`src/rtl/riscv_load_ext.sv`:
```
// Load-data extraction/extension stage: takes a load descriptor plus one or two bus beats,
// selects the addressed bytes (including word-crossing accesses) and sign/zero-extends to XLEN.
module riscv_load_ext #(
  parameter int unsigned XLEN  = 64,
  parameter int unsigned TAG_W = 5,
  localparam int unsigned OFS_W = $clog2(XLEN / 8)
) (
  input  logic             clk_i,
  input  logic             rst_ni,
  input  logic             req_valid_i,
  output logic             req_ready_o,
  input  logic [2:0]       req_funct3_i,
  input  logic [OFS_W-1:0] req_ofs_i,
  input  logic [TAG_W-1:0] req_tag_i,
  input  logic             beat_valid_i,
  output logic             beat_ready_o,
  input  logic [XLEN-1:0]  beat_data_i,
  output logic             rsp_valid_o,
  input  logic             rsp_ready_i,
  output logic [XLEN-1:0]  rsp_data_o,
  output logic [TAG_W-1:0] rsp_tag_o,
  output logic             rsp_err_o
);

  localparam int BUS_BYTES = XLEN / 8;

  typedef enum logic [1:0] {StIdle, StBeat1, StBeat2, StResp} state_e;

  state_e             r_state;
  state_e             w_state_next;
  logic [2:0]         r_funct3;
  logic [OFS_W-1:0]   r_ofs;
  logic [TAG_W-1:0]   r_tag;
  logic [XLEN-1:0]    r_beat1;
  logic [XLEN-1:0]    r_rsp_data;
  logic               r_rsp_err;

  logic               w_req_legal;
  logic               w_cross;
  int                 w_bytes;
  logic [2*XLEN-1:0]  w_pair;
  logic [XLEN-1:0]    w_sel;
  logic [XLEN-1:0]    w_mask;
  logic               w_msb;
  logic               w_neg;
  logic [XLEN-1:0]    w_result;

  function automatic logic f_legal(input logic [2:0] f);
    logic ok;
    case (f)
      3'b000, 3'b001, 3'b010, 3'b100, 3'b101: ok = 1'b1;
      3'b011, 3'b110:                         ok = (XLEN == 64);
      default:                                ok = 1'b0;
    endcase
    return ok;
  endfunction

  assign w_req_legal = f_legal(req_funct3_i);

  // funct3[1:0] encodes log2 of the access size for every legal code.
  assign w_bytes = 1 << r_funct3[1:0];
  assign w_cross = (int'(r_ofs) + w_bytes) > BUS_BYTES;

  // In BEAT2 the stored beat is the low half; in BEAT1 the upper half is zero.
  assign w_pair = (r_state == StBeat2) ? {beat_data_i, r_beat1} : {{XLEN{1'b0}}, beat_data_i};

  always_comb begin
    w_sel  = '0;
    w_mask = '0;
    for (int i = 0; i < BUS_BYTES; i++) begin
      w_sel[8*i +: 8]  = w_pair[8*(int'(r_ofs) + i) +: 8];
      w_mask[8*i +: 8] = (i < w_bytes) ? 8'hFF : 8'h00;
    end
  end

  always_comb begin
    case (r_funct3[1:0])
      2'd0:    w_msb = w_sel[7];
      2'd1:    w_msb = w_sel[15];
      2'd2:    w_msb = w_sel[31];
      default: w_msb = 1'b0;
    endcase
  end

  assign w_neg    = ~r_funct3[2] & w_msb;
  assign w_result = (w_sel & w_mask) | ({XLEN{w_neg}} & ~w_mask);

  always_comb begin
    w_state_next = r_state;
    req_ready_o  = 1'b0;
    beat_ready_o = 1'b0;
    rsp_valid_o  = 1'b0;
    case (r_state)
      StIdle: begin
        req_ready_o = 1'b1;
        if (req_valid_i) w_state_next = w_req_legal ? StBeat1 : StResp;
      end
      StBeat1: begin
        beat_ready_o = 1'b1;
        if (beat_valid_i) w_state_next = w_cross ? StBeat2 : StResp;
      end
      StBeat2: begin
        beat_ready_o = 1'b1;
        if (beat_valid_i) w_state_next = StResp;
      end
      StResp: begin
        rsp_valid_o = 1'b1;
        if (rsp_ready_i) w_state_next = StIdle;
      end
      default: w_state_next = StIdle;
    endcase
  end

  always_ff @(posedge clk_i or negedge rst_ni) begin
    if (!rst_ni) begin
      r_state    <= StIdle;
      r_funct3   <= '0;
      r_ofs      <= '0;
      r_tag      <= '0;
      r_beat1    <= '0;
      r_rsp_data <= '0;
      r_rsp_err  <= 1'b0;
    end else begin
      r_state <= w_state_next;
      if (r_state == StIdle && req_valid_i) begin
        r_funct3   <= req_funct3_i;
        r_ofs      <= req_ofs_i;
        r_tag      <= req_tag_i;
        r_rsp_err  <= ~w_req_legal;
        r_rsp_data <= '0;
      end
      if (r_state == StBeat1 && beat_valid_i) begin
        r_beat1 <= beat_data_i;
        if (!w_cross) r_rsp_data <= w_result;
      end
      if (r_state == StBeat2 && beat_valid_i) r_rsp_data <= w_result;
    end
  end

  assign rsp_data_o = r_rsp_data;
  assign rsp_tag_o  = r_tag;
  assign rsp_err_o  = r_rsp_err;

endmodule

```
`config.mk`:
```
export PLATFORM = sky130hd
export DESIGN_NAME = riscv_load_ext
export DESIGN_NICKNAME = d
export VERILOG_FILES = /design/src/rtl/riscv_load_ext.sv
export SDC_FILE = /design/constraint.sdc
export NUM_CORES = 1
export LEC_CHECK = 0
export ABC_AREA = 1
export BUFFER_PORTS_ARGS = -buffer_cell sky130_fd_sc_hd__buf_2
export CELL_PAD_IN_SITES_DETAIL_PLACEMENT = 1
export CELL_PAD_IN_SITES_GLOBAL_PLACEMENT = 1
export CORE_MARGIN = 2
export CORE_UTILIZATION = 37
export DETAILED_ROUTE_END_ITERATION = 10
export PLACE_DENSITY = 0.77
export SLEW_MARGIN = 25
export SYNTH_ARGS = -nofsm -noshare
export SYNTH_HDL_FRONTEND = slang
export SYNTH_SLANG_ARGS = --single-unit
export TNS_END_PERCENT = 10
```
`constraint.sdc`:
```
create_clock -name clk_i -period 2.6 [get_ports clk_i]
set_clock_uncertainty 0.05 [all_clocks]
set_input_delay 0.52 -clock clk_i [delete_from_list [all_inputs] [get_ports clk_i]]
set_output_delay 0.52 -clock clk_i [all_outputs]
set_load 0.005 [all_outputs]
```
==> metrics.csv <==
metric,value,unit
drive_gt1_frac,0.216,
synth_top_area_cell,dfrtp_1,
synth_common_cells,"nand2_1, o21ai_0, nand3_1",
nets,1759,
area_growth,24.5,%
setup-tns-final,0,ns
yosysSeqAreaShare,0.353,
min_path_type,in2reg,
grt_pass1_wl,64800,µm
start_kind,register,
routabilityCongestion,0.940,
async_reset_ff_frac,1.00,
ys.flop_type,dfrtp_1,
fillCellCount,3489,
reg2reg_depth,14,
drc,0,
worst_slew_pin_slew,0.731,ns
leakage,6.43,nW
cpPeakStageDelay,0.52,ns
insertedDiodeCount,0,
dieWidth,169,µm
synth_top_area_share,0.353,
ys_types,37,
maxCapViolations,0,
ios,153,
dp_hpwl,30600,µm
clk_pin_slew,0.07,ns
cp-end-kind,register,
vias,11500,
gr-total-overflow,0,
rrSetupSlack,0.04,ns
holdWs,0.255,ns
cp_slowest_cell,fa_2,
die_y,169,µm
via_per_inst,5.67,
grt_pass1_vias,11400,
holdPathEnd,rsp_tag_o[0]$_DFFE_PN0P_,
clk_latency,0.44,ns
wl_per_cell,21.0,µm
initial_core_util,0.375,
grt_max_degree,121,
hold_depth,2,
core_area,26800,µm²
synthTopCellsByArea,"dfrtp_1, nand2_1, o21ai_0",
syn_inst,1516,
outcome,finished clean,
avgSynthCellArea,6.63,µm²
first_pass_iters,5,
placed_cells,1981,
crit_fanout,6,
rows,60,
ant_nets,0,
synth_nets,1605,
yosysWarnings,0,
ir_drop,0.000572,V
htreeDepth,4,
cts.sinks,142,
power,17.8,mW
worst-path-buf-inv,5,
r2r_end,rsp_data_o[15]$_DFF_PN0_,
relSlewSlack,0.511,
rsz0062_at_grt,yes,
wirelength,42400,µm
cts.path.max_buffers,2,
arrival,2.86,ns
crit_family,adder cells,
startpoint,r_funct3[1]$_DFFE_PN0P_,
root_buffer,clkbuf_16,
stdcell_count,2024,
clock.fmax,0.390,GHz
hold_start,req_tag_i[0],
ys_ff_latch,142,
yosysMostFrequentCell,nand2_1,
required,2.89,ns
hold_viol,0,
setup_viol,0,
crit_chain,"nor2_4, ha_4, inv_1, fa_2, o21ai_2, o22ai_2, nand2_2, o21ai_4, buf_12, buf_12, buf_16, nand3_2, nand2_2, inv_1",
min_period,2.56,ns
track_usage,0.294,
dpl-instance-area,11500,µm²
synth_edf_count,0,
worst-setup-path-type,reg2reg,
final_area,12500,µm²
drt_iter0_drc,1016,
port_buffers,152,
numCtsBuffers,17,
grt_antenna_before_repair,0,
reg2reg_from,r_funct3[1]$_DFFE_PN0P_,
netlist_area,10100,µm²
drv_slew,0,
power_density,1430,nW/µm²
timing.final.crit_share,0.986,
cts_tree,built,
fp.dieArea,28500,µm²
[worst max path at each step]
stage | end | slack [ns] | cells past startpoint
floorplan | rsp_data_o[49]$_DFF_PN0_ | 0.01 | 14
global placement | rsp_data_o[45]$_DFF_PN0_ | 0.03 | 14
detailed placement | rsp_data_o[45]$_DFF_PN0_ | -0.04 | 14
CTS | rsp_data_o[15]$_DFF_PN0_ | -0.05 | 13
global route | rsp_data_o[15]$_DFF_PN0_ | -0.07 | 15
finish | rsp_data_o[15]$_DFF_PN0_ | 0.04 | 14
[cell type report]
class                      count  area, µm²  area share
clock buffer                  17        425      0.0340
inverter                     100        380      0.0304
multi-input combinational   1149       5590       0.446
tap                          341        427      0.0341
clock inverter                15        201      0.0161
sequential                   142       3560       0.285
timing repair buffer         260       1930       0.155
[repair_timing]
item | 4_1_cts | 5_1_grt
resized for setup | 6 | 54
hold endpoints to repair | 15 | 0
pin swaps | 2 | 9
setup buffers | 1 | 3
endpoints found under the setup margin | 29 | 64
hold buffers | 1 | 0
cloned | 2 | 4
[state kept, by name, indices dropped and copies added (netlist names)]
| name | count |
|---|---|
| rsp_tag_o | 5 |
| r_funct3 | 3 |
| r_ofs | 3 |
| rsp_data_o | 64 |
| r_state | 2 |
| r_beat1 | 64 |
| rsp_err_o | 1 |
[where the power goes]
| group | switching (mW) | internal [mW] |
|---|---|---|
| combinational | 7.16 | 4.18 |
| sequential | 0.618 | 3.20 |
| clock | 1.22 | 1.47 |
| total | 9.00 | 8.85 |
[placed cells by master (no fill, tap or decap), drive strengths merged, types with 15 or more instances in the layout]
master	n
nand2	499
dfrtp	142
a21oi	38
o21ai	248
nor2	53
or2	15
inv	106
buf	255
mux2	15
nand3	210
clkbuf	21
o211ai	23
[routing by layer]
metal / GRT usage / vias to the layer above / wire length [µm]
li1: - / 5328 / -
met1: 0.368 / 5609 / 17700
met2: 0.510 / 420 / 20500
met3: 0.0383 / 111 / 2190
met4: 0.130 / 0 / 2050
met5: 0 / - / 0
[cell families after synthesis]
| family | count (synthesis) | share of synthesized area |
|---|---|---|
| flops | 142 | 0.353 |
| buf+inv | 225 | 0.105 |
| fa+ha+maj | 9 | 0.0119 |
| compound gates | 342 | 0.185 |
| mux | 20 | 0.0218 |
| simple gates | 778 | 0.324 |
[metrics by stage]
| stage | utilization | setup WS [ns] |
|---|---|---|
| after floorplan | - | 0.0121 |
| after global placement | 0.431 | 0.0328 |
| after detailed placement | 0.431 | -0.0442 |
| after CTS | 0.458 | -0.0501 |
| after global routing | 0.467 | -0.0738 |
| final | 0.467 | 0.0354 |
Power figures use the tool's default switching activity.
